--- src/rtl/mem_access_ctrl_if.sv ---
// mem_access_ctrl_if: CPU request/response handshake plus memory-side bus for mem_access_ctrl.
// The controller uses the slave modport; the CPU/memory side uses master.
interface mem_access_ctrl_if;
    logic       req_valid;
    logic       req_write;
    logic [7:0] req_addr;
    logic [7:0] req_wdata;
    logic       req_ready;
    logic       resp_valid;
    logic [7:0] resp_data;
    logic       resp_fault;
    logic [7:0] mem_address;
    logic       mem_write;
    logic [7:0] mem_data_in;
    logic [7:0] mem_data_out;

    modport slave (
        input  req_valid, req_write, req_addr, req_wdata, mem_data_out,
        output req_ready, resp_valid, resp_data, resp_fault,
               mem_address, mem_write, mem_data_in
    );

    modport master (
        output req_valid, req_write, req_addr, req_wdata, mem_data_out,
        input  req_ready, resp_valid, resp_data, resp_fault,
               mem_address, mem_write, mem_data_in
    );
endinterface

--- src/rtl/mem_access_ctrl.sv ---
// mem_access_ctrl: single-outstanding load/store initiator for the 8-bit CPU's 256-byte map.
// Define MEM_ACCESS_FAULT_EN to suppress ROM stores / output-port loads and flag them on resp_fault.
module mem_access_ctrl (
    input  logic             clk,
    input  logic             reset,
    mem_access_ctrl_if.slave bus
);
    typedef enum logic [1:0] {IDLE, RD_ADDR, RD_DATA, WR} state_t;

    state_t     state_q, state_d;
    logic [7:0] addr_q, addr_d;
    logic [7:0] wdata_q, wdata_d;
    logic [7:0] rdata_q, rdata_d;
    logic       resp_valid_q, resp_valid_d;
    logic       fault_acc;

`ifdef MEM_ACCESS_FAULT_EN
    logic fault_q, fault_d;
    logic resp_fault_q, resp_fault_d;

    // Violation is classified once at accept and held for the whole access.
    always_comb begin
        fault_d = fault_q;
        if (state_q == IDLE && bus.req_valid)
            fault_d = bus.req_write ? ~bus.req_addr[7] : (bus.req_addr[7:4] == 4'hF);
    end

    assign resp_fault_d = fault_q && (state_q == RD_DATA || state_q == WR);

    always_ff @(posedge clk or negedge reset) begin
        if (!reset) begin
            fault_q      <= 1'b0;
            resp_fault_q <= 1'b0;
        end else begin
            fault_q      <= fault_d;
            resp_fault_q <= resp_fault_d;
        end
    end

    assign fault_acc      = fault_q;
    assign bus.resp_fault = resp_fault_q;
`else
    assign fault_acc      = 1'b0;
    assign bus.resp_fault = 1'b0;
`endif

    always_comb begin
        state_d      = state_q;
        addr_d       = addr_q;
        wdata_d      = wdata_q;
        rdata_d      = rdata_q;
        resp_valid_d = 1'b0;
        case (state_q)
            IDLE: begin
                if (bus.req_valid) begin
                    addr_d  = bus.req_addr;
                    wdata_d = bus.req_wdata;
                    state_d = bus.req_write ? WR : RD_ADDR;
                end
            end
            RD_ADDR: state_d = RD_DATA;
            RD_DATA: begin
                rdata_d      = fault_acc ? 8'h00 : bus.mem_data_out;
                resp_valid_d = 1'b1;
                state_d      = IDLE;
            end
            WR: begin
                resp_valid_d = 1'b1;
                state_d      = IDLE;
            end
            default: state_d = IDLE;
        endcase
    end

    always_ff @(posedge clk or negedge reset) begin
        if (!reset) begin
            state_q      <= IDLE;
            addr_q       <= 8'h00;
            wdata_q      <= 8'h00;
            rdata_q      <= 8'h00;
            resp_valid_q <= 1'b0;
        end else begin
            state_q      <= state_d;
            addr_q       <= addr_d;
            wdata_q      <= wdata_d;
            rdata_q      <= rdata_d;
            resp_valid_q <= resp_valid_d;
        end
    end

    // Strobes decode from state alone so an async reset drops them immediately.
    assign bus.req_ready   = (state_q == IDLE);
    assign bus.mem_write   = (state_q == WR) && !fault_acc;
    assign bus.mem_address = addr_q;
    assign bus.mem_data_in = wdata_q;
    assign bus.resp_valid  = resp_valid_q;
    assign bus.resp_data   = rdata_q;
endmodule

--- src/flat_wrapper.sv ---
// flat-port wrapper written by rule: the top's interface ports become plain ports
module mem_access_ctrl_flat 
  (clk, reset, bus_req_valid, bus_req_write, bus_req_addr, bus_req_wdata, bus_mem_data_out, bus_req_ready, bus_resp_valid, bus_resp_data, bus_resp_fault, bus_mem_address, bus_mem_write, bus_mem_data_in);
  mem_access_ctrl_if bus_i ();
  input  logic clk;
  input  logic reset;
  input wire logic [$bits(bus_i.req_valid)-1:0] bus_req_valid;
  input wire logic [$bits(bus_i.req_write)-1:0] bus_req_write;
  input wire logic [$bits(bus_i.req_addr)-1:0] bus_req_addr;
  input wire logic [$bits(bus_i.req_wdata)-1:0] bus_req_wdata;
  input wire logic [$bits(bus_i.mem_data_out)-1:0] bus_mem_data_out;
  output wire logic [$bits(bus_i.req_ready)-1:0] bus_req_ready;
  output wire logic [$bits(bus_i.resp_valid)-1:0] bus_resp_valid;
  output wire logic [$bits(bus_i.resp_data)-1:0] bus_resp_data;
  output wire logic [$bits(bus_i.resp_fault)-1:0] bus_resp_fault;
  output wire logic [$bits(bus_i.mem_address)-1:0] bus_mem_address;
  output wire logic [$bits(bus_i.mem_write)-1:0] bus_mem_write;
  output wire logic [$bits(bus_i.mem_data_in)-1:0] bus_mem_data_in;
  assign bus_i.req_valid = bus_req_valid;
  assign bus_i.req_write = bus_req_write;
  assign bus_i.req_addr = bus_req_addr;
  assign bus_i.req_wdata = bus_req_wdata;
  assign bus_i.mem_data_out = bus_mem_data_out;
  assign bus_req_ready = bus_i.req_ready;
  assign bus_resp_valid = bus_i.resp_valid;
  assign bus_resp_data = bus_i.resp_data;
  assign bus_resp_fault = bus_i.resp_fault;
  assign bus_mem_address = bus_i.mem_address;
  assign bus_mem_write = bus_i.mem_write;
  assign bus_mem_data_in = bus_i.mem_data_in;
  mem_access_ctrl u_core (.clk(clk), .reset(reset), .bus(bus_i));
endmodule
--- config.mk ---
export PLATFORM = sky130hd
export DESIGN_NAME = mem_access_ctrl_flat
export DESIGN_NICKNAME = d
export VERILOG_FILES = /design/src/rtl/mem_access_ctrl_if.sv /design/src/rtl/mem_access_ctrl.sv /design/src/flat_wrapper.sv
export SDC_FILE = /design/constraint.sdc
export NUM_CORES = 1
export LEC_CHECK = 0
export ABC_AREA = 1
export CAP_MARGIN = 0
export CORE_MARGIN = 1
export CORE_UTILIZATION = 35
export CTS_CLUSTER_DIAMETER = 100
export CTS_CLUSTER_SIZE = 40
export DETAILED_ROUTE_END_ITERATION = 8
export PLACE_DENSITY_LB_ADDON = 0.12
export SETUP_SLACK_MARGIN = 0.02
export SYNTH_ARGS = -nofsm -noshare
export SYNTH_HDL_FRONTEND = slang
export SYNTH_SLANG_ARGS = --single-unit
--- constraint.sdc ---
create_clock -name clk -period 1 [get_ports clk]
set_input_delay 0.2 -clock clk [delete_from_list [all_inputs] [get_ports clk]]
set_output_delay 0.2 -clock clk [all_outputs]
set_load 0.005 [all_outputs]
==> flow_summary.json, run 1 <==
{
  "powerDensity_nw_per_um2": 1956,
  "clock_latency_ns": 0.33,
  "vias": 1109,
  "synthTopCellsByCount": "51 x nand2_1, 27 x dfrtp_1, 24 x nand3_1, 3 x buf_2",
  "grt_setup_unrepaired": "true",
  "tightest_slew_ns": 0.5666,
  "portBuffers": 54,
  "drive_gt1_frac": 0.4853,
  "place_hpwl_um": 1943,
  "synth_area_leader_cell": "dfrtp_1",
  "first_iter_violations": 25,
  "violations": "DRC, setup timing",
  "dp_slack_ns": -0.2522,
  "arrival_ns": 1.12,
  "wl_um": 3201,
  "async_reset_ff_frac": 1.000,
  "drv_cap": 0,
  "setup.worst_path.end_class": "output port",
  "num_io_pins": 56,
  "finClkSkew_ns": 0.01845,
  "synth_seq_cells": 27,
  "max-slew-margin-rel": 0.6216,
  "final_nets": 233,
  "gp_congestion": 0.7277,
  "avgViaCountPerCell": 4.719,
  "startpoint_type": "register",
  "cts_tree": "built",
  "htree_levels": 1,
  "hold_viol_final": 0,
  "wl_per_cell_um": 13.62,
  "std_cell_rows": 19,
  "fin_ws_ns": -0.3170,
  "worstPathRequired_ns": 0.80,
  "grt_start_max_net_pins": 28,
  "grt_util_all_layers": 0.1939,
  "antenna_found_initial": 0,
  "die_y_um": 57.42,
  "syn-num-nets": 144,
  "fin_crit_ns": 1.317,
  "firstDrtPassIters": 6,
  "yosysWarningCount": 0,
  "crit_type": "register to output port",
  "die_w_um": 57.42,
  "synth_most_common_cell": "nand2_1",
  "leakagePower_nw": 1.052,
  "instances_no_fill": 235,
  "num_antenna_cells": 0,
  "post-route-util": 0.7059,
  "syn_inst": 116,
  "clock_sinks": 27,
  "ant_nets": 0,
  "timing.final.crit_share": 1.317,
  "drc": 6,
  "grt_pass1_vias": 1119,
  "status": "complete, but fails checks",
  "finalMaxSlewViolations": 0,
  "syn_avg_cell_area_um2": 9.265,
  "syn_area_um2": 1075,
  "cts_max_path_buffers": 2,
  "cts_hold_buf": 0,
  "yosys-top-cells-area": "dfrtp_1 63%, nand2_1 18%, nand3_1 11%, buf_2 1.4%, buf_4 1.4%",
  "core_area_um2": 2829,
  "synthDistinctLibCells": 13,
  "start_util": 0.3799,
  "fmax_mhz": 759.3,
  "synth_ff_type": "dfrtp_1",
  "fp.dieArea_um2": 3296,
  "synth_edf_count": 0,
  "dp_cells": 205,
  "vdd_ir_drop_max_mv": 0.9565,
  "hold_path.class": "input port to async pin",
  "grt_overflow": 0,
  "grt_pass1_wl_um": 4926,
  "syn_to_final_growth_pct": 85.80,
  "ys_seq_area_frac": 0.6286,
  "clk_pin_slew_ns": 0.16,
  "worstPathMaxFanout": 2,
  "setup_viol_count_final": 53,
  "cts-root-buf": "clkbuf_4",
  "numCtsBuffers": 3,
  "synth_top_area_frac": 0.6286
}
==> power breakdown <==
group / internal (mW) / total (mW) / switching (mW)
sequential: 1.41 / 1.58 / 0.172
clock: 0.153 / 0.483 / 0.330
combinational: 1.05 / 1.84 / 0.787
==> timing repair <==
item | in CTS | in global routing
gates cloned | 2 | 2
endpoints found under the setup margin | 52 | 53
setup buffers | 13 | 10
pin swaps | 10 | 6
gates resized for setup | 143 | 10
==> worst paths after layout <==
check,endpoint,slack (ns),from,depth (start not counted)
worst max-delay path,bus_mem_write,-0.32,u_core.state_q[0],4
worst min-delay path,u_core.bus.resp_data[6],0.19,reset,2
worst max register to register,u_core.bus.mem_address[0],-0.26,u_core.state_q[0],7
worst min register to register,u_core.bus.mem_data_in[5],0.49,u_core.bus.mem_data_in[5],2
max in group asynchronous,u_core.bus.mem_address[6],0.63,reset,2
min in group clk,u_core.bus.mem_address[5],0.40,bus_req_addr[5],3
==> worst max-delay path, cell delays in order, from the launching register on <==
cell,delay [ns]
dfrtp_1,0.43
buf_4,0.14
nand2_2,0.07
inv_1,0.04
buf_2,0.11
==> area by class of cell <==
class	instances	area, µm²
clock buffers	3	22.52
clock inverters	1	7.507
fillers	250	832.0
inverters	3	18.77
multi-input cells	81	485.5
flip-flops and latches	27	675.6
well taps	31	38.79
repair buffers	89	748.2
==> kinds of logic (layout without fill, tap and decap cells) <==
kind of cell           count (synthesis)  count (layout)  share of synthesized area
other                                  1               1                   0.003489
and+or+nand+nor                       77              79                     0.3108
DFF                                   27              27                     0.6286
buffers and inverters                 10              96                    0.05237
AOI/OAI and AO/OA                      1               1                   0.004652
==> sequential cells by signal (all words and copies together), names as in the netlist <==
register / flops
u_core.state_q: 2
u_core.bus.mem_address: 8
u_core.bus.mem_data_in: 8
u_core.bus.resp_data: 8
u_core.bus.resp_valid: 1
==> per-layer routing <==
metal	up-vias	global-route usage	share of wire
li1	541	-	-
met1	532	0.2206	0.36
met2	32	0.3688	0.56
met3	4	0.03401	0.065
met4	0	0.05226	0.0091
met5	-	0	0
==> metrics by stage <==
step / total power [mW] / setup TNS, ns / instance area [µm²] / hold WS [ns]
2_1_floorplan: 2.047 / -0.4165 / 1075 / -0.09559
3_3_place_gp: 2.967 / -4.669 / 1704 / 0.4525
3_5_place_dp: 3.010 / -5.307 / 1704 / 0.4594
4_1_cts: 3.612 / -6.640 / 1867 / 0.1963
5_1_grt: 4.142 / -8.695 / 1997 / 0.2023
6_report: 3.907 / -6.236 / 1997 / 0.1941
==> cells in the final DEF, fill, tap and decap left out <==
cell type	n
nand2_8	3
a21oi_2	1
inv_8	1
conb_1	1
clkdlybuf4s50_1	26
nand2_1	33
nand2_4	1
dlymetal6s2s_1	1
nand3_2	8
buf_4	25
buf_12	3
buf_2	27
nand2_2	17
dfrtp_1	27
nand3_1	16
clkbuf_16	1
clkinvlp_4	1
inv_1	1
clkbuf_4	3
inv_2	1
buf_6	6
nor2_4	1
Power figures use the tool's default switching activity.
==> inputs of run 2 (changes only) <==
--- a/config.mk
+++ b/config.mk
@@ -7,9 +7,8 @@
 export LEC_CHECK = 0
 export ABC_AREA = 1
 export CAP_MARGIN = 0
-export CORE_MARGIN = 1
+export CORE_MARGIN = 2
 export CORE_UTILIZATION = 35
-export CTS_CLUSTER_DIAMETER = 100
 export CTS_CLUSTER_SIZE = 40
 export DETAILED_ROUTE_END_ITERATION = 8
 export PLACE_DENSITY_LB_ADDON = 0.12
==> run 2 against run 1 <==
Against the previous run: the run ends with setup timing left; register-to-register slack is essentially flat; total power shrank 4.5%; hold slack gained 0.022 ns; design area shrank 2.3%; critical path depth shrank 1.
==> flow_summary.json, run 2 (synthesized netlist as in run 1, its figures left out) <==
{
  "status": "complete, but fails checks",
  "violations": "setup timing",
  "ant_nets": 0,
  "gp_congestion": 0.7204,
  "die_w_um": 59.42,
  "vdd_ir_drop_max_mv": 0.9878,
  "drt-met1-wl_um": 1164,
  "cts_hold_buf": 0,
  "drive_gt1_frac": 0.4356,
  "r2r_cells": 7,
  "grt_pass1_vias": 1001,
  "routed-wl-met3_um": 209,
  "finalMaxSlewViolations": 0,
  "grt_util_all_layers": 0.1633,
  "clk_pin_slew_ns": 0.13,
  "seq_area_um2": 675.6,
  "arrival_ns": 1.09,
  "leakagePower_nw": 1.039,
  "grt_overflow": 0,
  "place_hpwl_um": 1881,
  "num_antenna_cells": 0,
  "grt_setup_unrepaired": "true",
  "grt_start_max_net_pins": 28,
  "wl_per_cell_um": 12.82,
  "cts_max_path_buffers": 2,
  "grt_pass1_wl_um": 4326,
  "fmax_mhz": 772.8,
  "final_cell_area_um2": 1952,
  "fin_crit_ns": 1.294,
  "firstDrtPassIters": 4,
  "antenna_found_initial": 0,
  "htree_levels": 1,
  "clock_sinks": 27,
  "wl_um": 3012,
  "final_common_cell": "nand2_1",
  "num_io_pins": 56,
  "worstPathMaxFanout": 2,
  "worstPathRequired_ns": 0.80,
  "drc": 0,
  "r2r_slack_ns": -0.25,
  "cts-root-buf": "clkbuf_4",
  "finalPower_mw": 3.729,
  "dr.max_layer_used": "met4",
  "final_cell_mix": "38 x nand2_1, 27 x buf_2, 27 x dfrtp_1, 26 x clkdlybuf4s50_1, 24 x buf_4",
  "std_cell_rows": 20,
  "numCtsBuffers": 3,
  "setup.worst_path.end_class": "output port",
  "cts_tree": "built",
  "fillers": 264,
  "core_area_um2": 2978,
  "start_util": 0.3609,
  "clock_latency_ns": 0.32,
  "max-slew-margin-rel": 0.6312,
  "r2r_end": "u_core.bus.mem_data_in[0]",
  "placed_cell_area_um2": 1692,
  "avgViaCountPerCell": 4.626,
  "vias": 1087,
  "first_iter_violations": 33,
  "portBuffers": 54,
  "finClkSkew_ns": 0.001960,
  "multi_input_area_um2": 467.9,
  "drv_cap": 0,
  "tightest_slew_ns": 0.5523,
  "final_nets": 231,
  "setup_viol_count_final": 52,
  "fp.dieArea_um2": 3530,
  "startpoint_type": "register",
  "worstReg2RegStart": "u_core.state_q[0]",
  "fin_ws_ns": -0.2941,
  "crit_type": "register to output port",
  "syn_to_final_growth_pct": 81.61,
  "die_y_um": 59.42,
  "wl_met2_um": 1627,
  "timing.final.crit_share": 1.294,
  "hold_viol_final": 0,
  "powerDensity_nw_per_um2": 1911,
  "hold_path.class": "input port to async pin"
}
==> run 2: changes by cell type in the layout (fill, tap and decap cells not counted), moves of 2 or more <==
cell / before / now
nand2_1: 33 / 38
nand3_2: 8 / 6
nand2_2: 17 / 11
nand3_1: 16 / 18
==> run 2: worst max path at each step <==
stage	startpoint	to	cells past startpoint
after floorplan	u_core.state_q[1]	u_core.bus.mem_address[2]	5
after global placement	u_core.state_q[1]	bus_req_ready	2
after detailed placement	u_core.state_q[1]	bus_req_ready	2
after CTS	u_core.state_q[0]	bus_req_ready	3
after global routing	u_core.state_q[0]	bus_req_ready	3
final	u_core.state_q[0]	bus_req_ready	3
==> run 2: routing by layer <==
layer | GRT usage | vias up
li1 | - | 542
met5 | 0 | -
met2 | 0.2826 | 31
met4 | 0.02922 | 0
met3 | 0.05459 | 2
met1 | 0.1989 | 512
==> run 2: worst max-delay path, cell delays in order (launching register included) <==
cell,delay [ns]
dfrtp_1,0.42
buf_6,0.13
nor2_4,0.11
buf_2,0.12
==> run 2: area by class of cell <==
type / instances / area share
repair buffers: 87 / 0.3712
flip-flops and latches: 27 / 0.3462
multi-input cells: 81 / 0.2397
well taps: 33 / 0.02115
clock buffers: 4 / 0.01346
inverters: 3 / 0.008333
==> run 2: stage by stage <==
step,setup TNS [ns],hold slack [ns],utilization,setup WS (ns),cells
floorplan,-0.4165,-0.09559,-,-0.04628,116
global placement,-4.762,0.4537,0.5681,-0.2551,205
detailed placement,-5.432,0.4598,0.5681,-0.2525,205
CTS,-6.881,0.2115,0.5634,-0.2952,215
global route,-8.790,0.1946,0.6555,-0.3567,235
finish,-5.865,0.2162,0.6555,-0.2941,235
==> run 2: what timing repair did <==
item / in CTS / in global routing
setup endpoints to repair: 52 / 53
gates resized for setup: 120 / 27
pin swaps: 8 / 4
setup buffers: 6 / 17
gates cloned: 0 / 3
==> run 2: power by group <==
group          total (mW)  internal [mW]  switching (mW)
Sequential           1.59           1.41           0.177
Clock               0.457          0.156           0.301
Combinational        1.68          0.964           0.720
==> inputs of run 3 (changes only) <==
==> constraint.sdc (replaced) <==
create_clock -name clk -period 1 [get_ports clk]
set_input_delay 0.2 -clock clk [delete_from_list [all_inputs] [get_ports clk]]
set_output_delay 0.2 -clock clk [all_outputs]
set_load 0.1 [all_outputs]
==> run 3 against run 2 <==
Against the previous run: the run still ends with setup timing left; hold slack worse by 0.0010 ns; sequential share of layout area down 4.2 points; count of clock-buffer cells in the layout unchanged; critical endpoint is now bus_mem_write; largest power group unchanged.
==> flow_summary.json, run 3 (synthesized netlist as in run 1, its figures left out) <==
{
  "setup.worst_path.end_class": "output port",
  "crit_type": "register to output port",
  "gp_congestion": 0.6534,
  "std_cell_rows": 20,
  "wl_met2_um": 1631,
  "syn_to_final_growth_pct": 116.6,
  "clock_sinks": 27,
  "fp.dieArea_um2": 3530,
  "final_common_cell": "nand2_1",
  "cts_max_path_buffers": 2,
  "hold_path.class": "input port to async pin",
  "timing.final.crit_share": 1.423,
  "post-route-util": 0.7819,
  "drt-met1-wl_um": 1146,
  "grt_setup_unrepaired": "true",
  "num_io_pins": 56,
  "htree_levels": 1,
  "leakagePower_nw": 1.075,
  "ant_nets": 0,
  "hold_viol_final": 0,
  "arrival_ns": 1.22,
  "grt_util_all_layers": 0.1818,
  "crit_path_frequent_cell": "buf_12",
  "setup_viol_count_final": 53,
  "final_nets": 222,
  "worstPathRequired_ns": 0.80,
  "clock_latency_ns": 0.31,
  "die_w_um": 59.42,
  "drv_cap": 0,
  "firstDrtPassIters": 3,
  "fillers": 200,
  "violations": "setup timing",
  "status": "complete, but fails checks",
  "vdd_ir_drop_max_mv": 1.762,
  "grt_pass1_wl_um": 4871,
  "dr.max_layer_used": "met4",
  "die_y_um": 59.42,
  "setup_tns_ns": -8.178,
  "start_util": 0.3609,
  "slowest_stage": "dfrtp_2",
  "first_iter_violations": 22,
  "wl_um": 2971,
  "cts-root-buf": "clkbuf_4",
  "finalMaxSlewViolations": 0,
  "wl_per_cell_um": 13.15,
  "grt_overflow": 0,
  "clk_pin_slew_ns": 0.14,
  "tightest_slew_ns": 0.5297,
  "cts_hold_buf": 0,
  "critPathBufInv": 3,
  "crit_start": "u_core.state_q[0]",
  "finClkSkew_ns": 0.002656,
  "grt_pass1_vias": 1070,
  "finalPower_mw": 7.322,
  "placed_cell_area_um2": 2033,
  "routed-wl-met3_um": 179,
  "cp_top_family": "flip-flops",
  "crit_chain": "buf_12 > nand2_4 > clkinvlp_4 > buf_12",
  "drive_gt1_frac": 0.5907,
  "vias": 1067,
  "drc": 0,
  "cts_tree": "built",
  "fmax_mhz": 703.0,
  "max-slew-margin-rel": 0.6468,
  "final_cell_mix": "33 x nand2_1, 30 x buf_12, 26 x clkdlybuf4s50_1, 26 x dfrtp_2",
  "worstPathMaxFanout": 2,
  "grt_start_max_net_pins": 28,
  "cp_slowest_stage_delay_ns": 0.46,
  "avgViaCountPerCell": 4.721,
  "final_cell_area_um2": 2328,
  "powerDensity_nw_per_um2": 3145,
  "startpoint_type": "register",
  "fin_crit_ns": 1.423,
  "place_hpwl_um": 2023,
  "worstReg2RegStart": "u_core.state_q[0]",
  "fin_ws_ns": -0.4225,
  "antenna_found_initial": 0,
  "portBuffers": 54,
  "numCtsBuffers": 3,
  "core_area_um2": 2978,
  "num_antenna_cells": 0
}
==> run 3: changes by cell type in the layout (fill, tap and decap cells not counted), moves of 5 or more <==
| cell | before | now |
|---|---|---|
| buf_12 | 2 | 30 |
| buf_2 | 27 | 0 |
| buf_4 | 24 | 16 |
| dfrtp_1 | 27 | 1 |
| dfrtp_2 | 0 | 26 |
| nand2_1 | 38 | 33 |
| nand2_2 | 11 | 16 |
==> run 3: worst reg2reg max path, delay by kind of cell, from the launching register on <==
family	cells	cell delay, ns
DFF	1	0.46
buffers and inverters	3	0.31
and+or+nand+nor	3	0.34
==> run 3: power by group <==
group	switching [mW]	internal, mW
clock	0.301	0.156
combinational	3.13	1.88
sequential	0.375	1.48
total	3.81	3.51
==> run 3: cell type report <==
cell class	count	area (µm²)	share of cell area
Tap cell	33	41.29	0.01773
Inverter	3	17.52	0.007523
Timing Repair Buffer	78	1054	0.4524
Sequential cell	27	708.2	0.3041
Multi-Input combinational cell	81	481.7	0.2069
Clock buffer	4	26.28	0.01128
==> run 3: repair_timing <==
action | 4_1_cts | 5_1_grt
cloned | 2 | 0
endpoints found under the hold margin | 0 | 0
setup endpoints to repair | 52 | 53
pin swaps | 9 | 2
buffers inserted | 2 | 12
resized for setup | 35 | 10
==> run 3: layer usage <==
metal,up-vias,global-route usage
met5,-,0
met4,0,0.04221
met3,2,0.04367
met2,30,0.3281
met1,513,0.2164
li1,522,-
==> run 3: path summary, 6_finish.rpt <==
check | cells after the start | slack (ns) | to
hold reg to reg | 2 | 0.53 | u_core.bus.resp_data[0]
max in group asynchronous | 2 | 0.62 | u_core.bus.mem_data_in[2]
hold / removal | 2 | 0.22 | u_core.bus.mem_data_in[4]
setup / recovery | 4 | -0.42 | bus_mem_write
setup reg to reg | 6 | -0.21 | u_core.bus.resp_data[6]
min in group clk | 3 | 0.42 | u_core.bus.mem_address[5]
==> run 3: per-stage QoR <==
step / setup slack, ns / cells / hold WS (ns)
floorplan: -0.2171 / 116 / -0.09559
global placement: -0.1728 / 207 / 0.4994
detailed placement: -0.1893 / 207 / 0.5027
CTS: -0.4343 / 215 / 0.2130
global route: -0.4682 / 226 / 0.2186
finish: -0.4225 / 226 / 0.2152
